File: config.mk
export PLATFORM = sky130hd
export DESIGN_NAME = pixel_input_loader
export DESIGN_NICKNAME = d
export VERILOG_FILES = /design/src/rtl/idct_pkg.sv /design/src/rtl/pixel_block_buffer.sv /design/src/rtl/pixel_input_loader.sv
export SDC_FILE = /design/constraint.sdc
export NUM_CORES = 1
export LEC_CHECK = 0
export BUFFER_PORTS_ARGS = -buffer_cell sky130_fd_sc_hd__buf_2
export CORE_ASPECT_RATIO = 1.1
export CORE_MARGIN = 5
export CORE_UTILIZATION = 35
export CTS_BUF_LIST = sky130_fd_sc_hd__clkbuf_2 sky130_fd_sc_hd__clkbuf_4 sky130_fd_sc_hd__clkbuf_8
export DETAILED_ROUTE_END_ITERATION = 12
export MAX_ROUTING_LAYER = met4
export SLEW_MARGIN = 0
export SYNTH_ARGS = -nofsm -noshare
export SYNTH_HDL_FRONTEND = slang
export SYNTH_HIERARCHICAL = 1
export SYNTH_SLANG_ARGS = --single-unit
export TNS_END_PERCENT = 100
File: constraint.sdc
create_clock -name clk -period 4.03 [get_ports clk]
set_clock_uncertainty 0.15 [all_clocks]
set_input_delay 0 -clock clk [delete_from_list [all_inputs] [get_ports clk]]
set_output_delay 0 -clock clk [all_outputs]
set_load 0.01 [all_outputs]
File: src/rtl/idct_pkg.sv
// Shared constants for the 8x8 transform datapath.
package idct_pkg;
  localparam int BLOCK_N       = 8;
  localparam int BLOCK_SZ      = BLOCK_N * BLOCK_N;
  localparam int LEVEL_SHIFT   = 128;
  localparam int FRAC_BITS_DEF = 8;
  localparam int PIX_W         = 8;
  localparam int IDX_W         = $clog2(BLOCK_N);
  localparam int CNT_W         = 2 * IDX_W;
  localparam logic [CNT_W-1:0] CNT_LAST = CNT_W'(BLOCK_SZ - 1);
endpackage

File: src/rtl/pixel_block_buffer.sv
// Two banks of 64 raw pixels: one synchronous write port, one asynchronous read port.
module pixel_block_buffer
  import idct_pkg::*;
(
  input  logic             clk,
  input  logic             we,
  input  logic             wsel,
  input  logic [CNT_W-1:0] waddr,
  input  logic [PIX_W-1:0] wdata,
  input  logic             rsel,
  input  logic [CNT_W-1:0] raddr,
  output logic [PIX_W-1:0] rdata
);
  logic [PIX_W-1:0] mem [0:2*BLOCK_SZ-1];

  // Pixel storage is data only; it carries no reset.
  always_ff @(posedge clk) begin
    if (we) mem[{wsel, waddr}] <= wdata;
  end

  assign rdata = mem[{rsel, raddr}];
endmodule

File: src/rtl/pixel_input_loader.sv
// Pixel front end: level-shift, ping-pong 8x8 block buffering, coefficient streaming.
module pixel_input_loader
  import idct_pkg::*;
#(
  parameter int FRAC_BITS = FRAC_BITS_DEF,
  parameter int OUT_W     = 32,
  parameter bit TRANSPOSE = 1'b0
) (
  input  logic                    clk,
  input  logic                    rst,
  input  logic [PIX_W-1:0]        pix_in,
  input  logic                    pix_valid,
  output logic                    pix_ready,
  input  logic                    pix_last,
  output logic signed [OUT_W-1:0] coef_out,
  output logic                    coef_valid,
  input  logic                    coef_ready,
  output logic                    coef_last,
  output logic [IDX_W-1:0]        coef_row,
  output logic [IDX_W-1:0]        coef_col,
  output logic                    sync_err
);
  localparam logic signed [PIX_W:0] LVL = (PIX_W+1)'(LEVEL_SHIFT);

  logic [CNT_W-1:0] wr_cnt, rd_cnt, rd_addr;
  logic             wr_sel, rd_sel;
  logic [1:0]       bank_full, bank_full_nxt;
  logic             wr_fire, rd_fire, wr_done, rd_done;
  logic [PIX_W-1:0] rd_pix;

  // Unsigned pixel to signed fixed point; the range always fits, so no saturation.
  function automatic logic signed [OUT_W-1:0] scale_pix(input logic [PIX_W-1:0] p);
    logic signed [PIX_W:0] d;
    d = $signed({1'b0, p}) - LVL;
    return OUT_W'(d) <<< FRAC_BITS;
  endfunction

  assign pix_ready  = !rst && !bank_full[wr_sel];
  assign coef_valid = bank_full[rd_sel];
  assign wr_fire    = pix_valid && pix_ready;
  assign rd_fire    = coef_valid && coef_ready;
  assign wr_done    = wr_fire && (wr_cnt == CNT_LAST);
  assign rd_done    = rd_fire && (rd_cnt == CNT_LAST);

  // Column-major emission just swaps the row and column halves of the count.
  assign rd_addr   = TRANSPOSE ? {rd_cnt[IDX_W-1:0], rd_cnt[CNT_W-1:IDX_W]} : rd_cnt;
  assign coef_row  = rd_addr[CNT_W-1:IDX_W];
  assign coef_col  = rd_addr[IDX_W-1:0];
  assign coef_last = coef_valid && (rd_cnt == CNT_LAST);
  assign coef_out  = coef_valid ? scale_pix(rd_pix) : '0;

  // Fill and drain touch different banks, so both updates can land in one cycle.
  always_comb begin
    bank_full_nxt = bank_full;
    if (wr_done) bank_full_nxt[wr_sel] = 1'b1;
    if (rd_done) bank_full_nxt[rd_sel] = 1'b0;
  end

  // Bank occupancy flags.
  always_ff @(posedge clk or posedge rst) begin
    if (rst) bank_full <= 2'b00;
    else     bank_full <= bank_full_nxt;
  end

  // Write-side counter, bank select and sticky framing check.
  always_ff @(posedge clk or posedge rst) begin
    if (rst) begin
      wr_cnt   <= '0;
      wr_sel   <= 1'b0;
      sync_err <= 1'b0;
    end else if (wr_fire) begin
      if (pix_last != (wr_cnt == CNT_LAST)) sync_err <= 1'b1;
      if (wr_done) begin
        wr_cnt <= '0;
        wr_sel <= !wr_sel;
      end else begin
        wr_cnt <= wr_cnt + 1'b1;
      end
    end
  end

  // Read-side counter and bank select.
  always_ff @(posedge clk or posedge rst) begin
    if (rst) begin
      rd_cnt <= '0;
      rd_sel <= 1'b0;
    end else if (rd_fire) begin
      if (rd_done) begin
        rd_cnt <= '0;
        rd_sel <= !rd_sel;
      end else begin
        rd_cnt <= rd_cnt + 1'b1;
      end
    end
  end

  pixel_block_buffer u_buf (
    .clk   (clk),
    .we    (wr_fire),
    .wsel  (wr_sel),
    .waddr (wr_cnt),
    .wdata (pix_in),
    .rsel  (rd_sel),
    .raddr (rd_addr),
    .rdata (rd_pix)
  );
endmodule

==> results of run 1 <==
-- worst max-delay path, stage by stage, from the launching register on --
cell and delay (ns):
dfrtp_4 0.51, buf_12 0.16, buf_16 0.16, buf_12 0.14
buf_12 0.12, mux4_2 0.45, mux4_2 0.51, mux4_2 0.56
mux2_2 0.29, and2_1 0.15, buf_2 0.14
-- power groups by stage --
| stage | logic [mW] | registers, mW | clock network, mW |
|---|---|---|---|
| floorplan | 4.76 | 12.3 | 0 |
| global placement | 7.17 | 12.5 | 0 |
| detailed placement | 7.21 | 12.5 | 0 |
| CTS | 7.76 | 12.3 | 8.58 |
| global route | 8.52 | 12.3 | 9.08 |
| finish | 8.15 | 12.3 | 8.35 |
-- metrics by stage --
stage / setup TNS (ns) / std cells / worst slack [ns] / total power [mW]
2_1_floorplan: 0 / 1756 / 0.0712 / 17.1
3_3_place_gp: 0 / 3387 / 0.474 / 19.7
3_5_place_dp: 0 / 3387 / 0.488 / 19.7
4_1_cts: -7.21 / 3703 / -0.316 / 28.6
5_1_grt: -6.64 / 3744 / -0.293 / 29.9
6_report: -4.50 / 3744 / -0.213 / 28.8
-- how the worst max path moves through the flow --
stage,cells past startpoint,start,slack [ns],end
final,10,rd_addr[0],-0.21,coef_out[13]
after global routing,10,rd_addr[0],-0.29,coef_out[23]
after CTS,9,rd_addr[0],-0.32,coef_out[8]
after detailed placement,9,rd_addr[0],0.49,coef_out[27]
after global placement,9,rd_addr[0],0.47,coef_out[31]
after floorplan,8,rd_addr[0],0.07,coef_out[16]
-- registers in the layout, summed over array words and instances (netlist names) --
register and count:
wr_cnt 6, bank_full 2, rd_addr 6, wr_sel 1, rd_sel 1, sync_err 1, u_buf/mem 1024
-- logic make-up (layout without fill, tap and decap cells) --
logic type	Yosys count	after routing	synth area share, %
flip-flops	1041	1041	76.7
multiplexers	349	349	19.0
XOR/XNOR	6	6	0.129
AND/OR/NAND/NOR	211	211	2.29
buffers and inverters	121	575	1.52
other	1	13	0.00922
adder cells (fa/ha/maj)	2	2	0.0615
AO/OA/AOI/OAI	18	18	0.342
-- Yosys cell counts, drive strengths merged, types with 2 or more instances --
cell type  number  share of area (%)
xnor2           3              0.065
nor2          124                1.1
nor2b           8               0.12
nand2b          4              0.062
mux2           11               0.31
dfrtp          17                1.0
a31oi           3              0.046
clkbuf         45               0.42
or3             2              0.031
nand3          19               0.23
and3            4              0.062
mux4          336                 19
xor2            3              0.065
and2            8               0.12
nand2          20               0.18
buf            71                1.1
ha              2              0.062
nand4           6              0.092
mux2i           2              0.049
inv             5              0.046
edfxtp       1024                 76
a21oi           2              0.025
o21ai           2              0.025
nor3           13               0.16
-- routing by layer --
| metal | up-vias | share of wire (%) |
|---|---|---|
| li1 | 8120 | - |
| met4 | 0 | 3.5 |
| met3 | 156 | 6.8 |
| met1 | 10565 | 39 |
| met5 | - | 0 |
| met2 | 745 | 50 |
-- repair_timing --
item	CTS	global route
endpoints found under the hold margin	863	0
gates cloned	7	7
pin swaps	0	1
gates resized for setup	27	36
setup buffers	11	32
endpoints found under the setup margin	24	24
hold buffers	19	0
-- final cells by class --
type / instances / area, um^2 / share of cell area (%)
Clock inverter: 73 / 472 / 0.984
Tap cell: 1529 / 1910 / 3.99
Clock buffer: 206 / 2530 / 5.29
Antenna cell: 5 / 12.5 / 0.0261
Sequential cell: 1041 / 31200 / 65.1
Inverter: 5 / 18.8 / 0.0392
Multi-Input combinational cell: 594 / 8910 / 18.6
Timing Repair Buffer: 291 / 2880 / 6.01
==> results.cfg, run 1 <==
[status]
status = complete, but fails checks
violations = negative setup slack

[global_routing]
grtUsageMet2_pct = 25.8
antenna_found_initial = 7
grt_pass1_wl_mm = 141
grt_overflow = 0
grt.met1_usage_pct = 20.2
grt_most_used_layer = met2
grt.total_usage_pct = 16.2
grt_pass1_vias = 20308
grt_max_degree = 99
grt_use_met3_pct = 3.78

[timing]
finalSetupViolCount = 24
grt_setup_unrepaired = true
hold_viol = 0
post-route-period-util_pct = 105
slew_viol_final = 0
fmax_ghz = 0.236
period_needed_ns = 4.24
tightestPinTransition_ns = 1.20
worst_slack_ns = -0.213
holdWs_ns = 0.113
max-slew-margin-rel_pct = 20.0

[hold_path]
min_delay_worst_endpoint = wr_sel
hold_path.class = in -> reg
worstHoldStart = pix_valid
min_path_cells = 5

[placement]
place_area_um2 = 43700
io_buffers = 46
place_hpwl_mm = 60.1
gp_congestion = 0.800

[detailed_routing]
viasPerCell = 5.23
dr.pass1.iters = 5
drt_iter0_markers = 1893
antenna_left = 0
drt_wl_total_mm = 98.3
drc = 0
via_count = 19586
wire_per_inst_um = 26.3

[cts]
clock_sinks = 1041
cts_made_buffers = 157
clk_pin_slew_ns = 0.07
cts-root-buf = clkbuf_8
cts_tree = yes
clock_path_buffers = 3
htree_levels = 4
clk-insertion-delay-late_ns = 0.85

[critical_path]
crit_type = reg -> out
regToRegStartpoint = bank_full[1]
worstSetupEndpointType = output pin
required_ns = 3.88
worstPathArrival_ns = 4.09
start_kind = flip-flop
reg2reg_depth = 7
rrSetupSlack_ns = 0.85
rr_endpoint = u_buf/mem[127][3]
worstPathMaxFanout = 7

[die]
io_pins = 55
fp.dieW_um = 335
die_area_um2 = 123000
rows = 131
coreArea_um2 = 116000
dieHeight_um = 367
initial_core_util_pct = 35.1

[synth]
ys.flop_type = edfxtp_1
synth-edff-count = 1024
avgSynthCellArea_um2 = 23.2
syn-cell-area_um2 = 40700
async_flop_share_pct = 1.63
synthCells = 1749
ys_ff_latch = 1041
synth_warnings = 6
synthDistinctLibCells = 43
ys_seq_area_share_pct = 76.7

[finish]
layout_common_cells = edfxtp_1, mux4_2, buf_4, clkbuf_8, nor2_1
drive_above_1_share_pct = 39.2
area_delta_synth_final_pct = 17.9
fin_util_pct = 41.4
num-fill-cells = 10083
final_area_um2 = 47900
finalNetCount = 2105
mostFrequentLayoutCell = edfxtp_1

[pwr]
power.density_nw_per_um2 = 600
clkPwrFrac_pct = 29.0
p_sw_mw = 8.19
ir_worst_vdd_uv = 527
power.leakage_nw = 15.2
power.internal_mw = 20.6
comb_power_share_pct = 28.3
sequentialPowerShare_pct = 42.7
swShare_pct = 28.4

[flow_run]
maxCapViolCount = 0
No activity file was read; power rests on OpenSTA's default activity.
==> inputs of run 2 (changes only) <==
==> constraint.sdc (replaced) <==
create_clock -name clk -period 4.03 [get_ports clk]
set_clock_uncertainty 0.15 [all_clocks]
set_input_delay 0.2015 -clock clk [delete_from_list [all_inputs] [get_ports clk]]
set_output_delay 0.2015 -clock clk [all_outputs]
set_load 0.01 [all_outputs]
==> results.cfg, run 2 (synthesized netlist as in run 1, its figures left out) <==
[pwr]
power.leakage_nw = 15.2
p_total_mw = 29.4
ir_worst_vdd_uv = 396
power.density_nw_per_um2 = 612

[timing]
finalSetupViolCount = 24
max-slew-margin-rel_pct = 19.2
slew_viol_final = 0
worst_slack_ns = -0.471
grt_setup_unrepaired = true
tightestPinTransition_ns = 1.21
post-route-period-util_pct = 112
period_needed_ns = 4.50
hold_viol = 0
tns_ns = -10.80
fmax_ghz = 0.222

[status]
violations = negative setup slack
status = complete, but fails checks

[flow_run]
maxCapViolCount = 0

[cts]
cts_tree = yes
clock_sinks = 1041
htree_levels = 4
clk_pin_slew_ns = 0.06
clock_path_buffers = 3
clk-insertion-delay-late_ns = 0.85
cts_made_buffers = 166
cts-root-buf = clkbuf_8

[die]
rows = 131
fp.dieW_um = 335
die_area_um2 = 123000
initial_core_util_pct = 35.1
coreArea_um2 = 116000
dieHeight_um = 367
io_pins = 55

[critical_path]
regToRegStartpoint = bank_full[1]
worstPathMaxFanout = 9
worstPathArrival_ns = 4.15
critPathLaunch = rd_addr[0]
crit_type = reg -> out
required_ns = 3.68
start_kind = flip-flop
worstSetupEndpointType = output pin

[finish]
finalNetCount = 2078
mostFrequentLayoutCell = edfxtp_1
largest_register = u_buf/mem
drive_above_1_share_pct = 39.3
final_area_um2 = 48000
finalNonFillerCells = 3724
fin_util_pct = 41.5
largest_register_ffs = 1024
num-fill-cells = 10076
layout_common_cells = edfxtp_1, mux4_2, clkbuf_8, buf_4, nor2_1
area_delta_synth_final_pct = 18.1

[placement]
gp_congestion = 0.831
io_buffers = 46
place_area_um2 = 43400
place_inst = 3337
place_hpwl_mm = 60.1

[detailed_routing]
dr.pass1.iters = 5
drt_iter0_markers = 1871
wire_per_inst_um = 26.7
via_count = 19608
drc = 0
drt_wl_total_mm = 99.4
viasPerCell = 5.27
antenna_left = 0

[global_routing]
grt_pass1_vias = 20258
grt.total_usage_pct = 16.2
antenna_found_initial = 3
grt_max_degree = 103
grt_overflow = 0
grt_pass1_wl_mm = 142

[hold_path]
worstHoldStart = rst
hold_path.class = in -> reg
==> run 2: repair_timing <==
action	CTS	global route
pin swaps	0	1
buffers inserted	20	34
setup endpoints to repair	25	24
hold buffers	14	0
gates cloned	2	18
hold endpoints to repair	523	0
resized for setup	16	49
==> run 2: critical path, stage by stage, from the launching register on <==
cell	delay, ns
dfrtp_4	0.50
buf_4	0.17
buf_12	0.14
buf_12	0.12
mux4_2	0.46
mux4_2	0.59
mux4_2	0.63
mux2_4	0.32
nor2_4	0.12
buf_6	0.14
buf_2	0.13
==> run 2: final timing paths <==
| kind | end | slack, ns | cells past startpoint |
|---|---|---|---|
| max | coef_out[28] | -0.47 | 10 |
| max in group asynchronous | rd_addr[0] | 2.63 | 4 |
| min | wr_cnt[2] | 0.23 | 5 |
| max reg2reg | u_buf/mem[118][7] | 0.74 | 7 |
| min reg2reg | rd_sel | 0.35 | 1 |
| min in group asynchronous | wr_cnt[0] | 0.56 | 4 |
==> run 2: cell type report <==
cell class / count / area [um^2] / share of cell area [%]
tap: 1529 / 1910 / 3.98
inverter: 5 / 18.8 / 0.0391
antenna: 3 / 7.51 / 0.0156
timing repair buffer: 255 / 2680 / 5.59
multi-input combinational: 594 / 8940 / 18.6
sequential: 1041 / 31200 / 65.0
clock inverter: 77 / 566 / 1.18
clock buffer: 220 / 2700 / 5.63
==> run 2: stage by stage <==
| stage | hold slack [ns] | worst slack [ns] |
|---|---|---|
| after floorplan | -0.0224 | 0.115 |
| after global placement | 0.242 | 0.213 |
| after detailed placement | 0.249 | 0.224 |
| after CTS | 0.123 | -0.556 |
| after global routing | 0.181 | -0.528 |
| final | 0.228 | -0.471 |
==> run 2: power breakdown <==
group          total (mW)  switching (mW)  internal (mW)
clock                8.88            4.15           4.73
sequential           12.3           0.276           12.0
combinational        8.22            3.91           4.31
==> run 2: per-layer routing <==
layer  wire length [um]  track usage (%)  up-vias
met1              39800             21.1    10614
met2              51500             26.9      784
met4               1720             3.90        0
met3               6480             2.74      133
met5                  0                -        -
li1                   -                -     8077
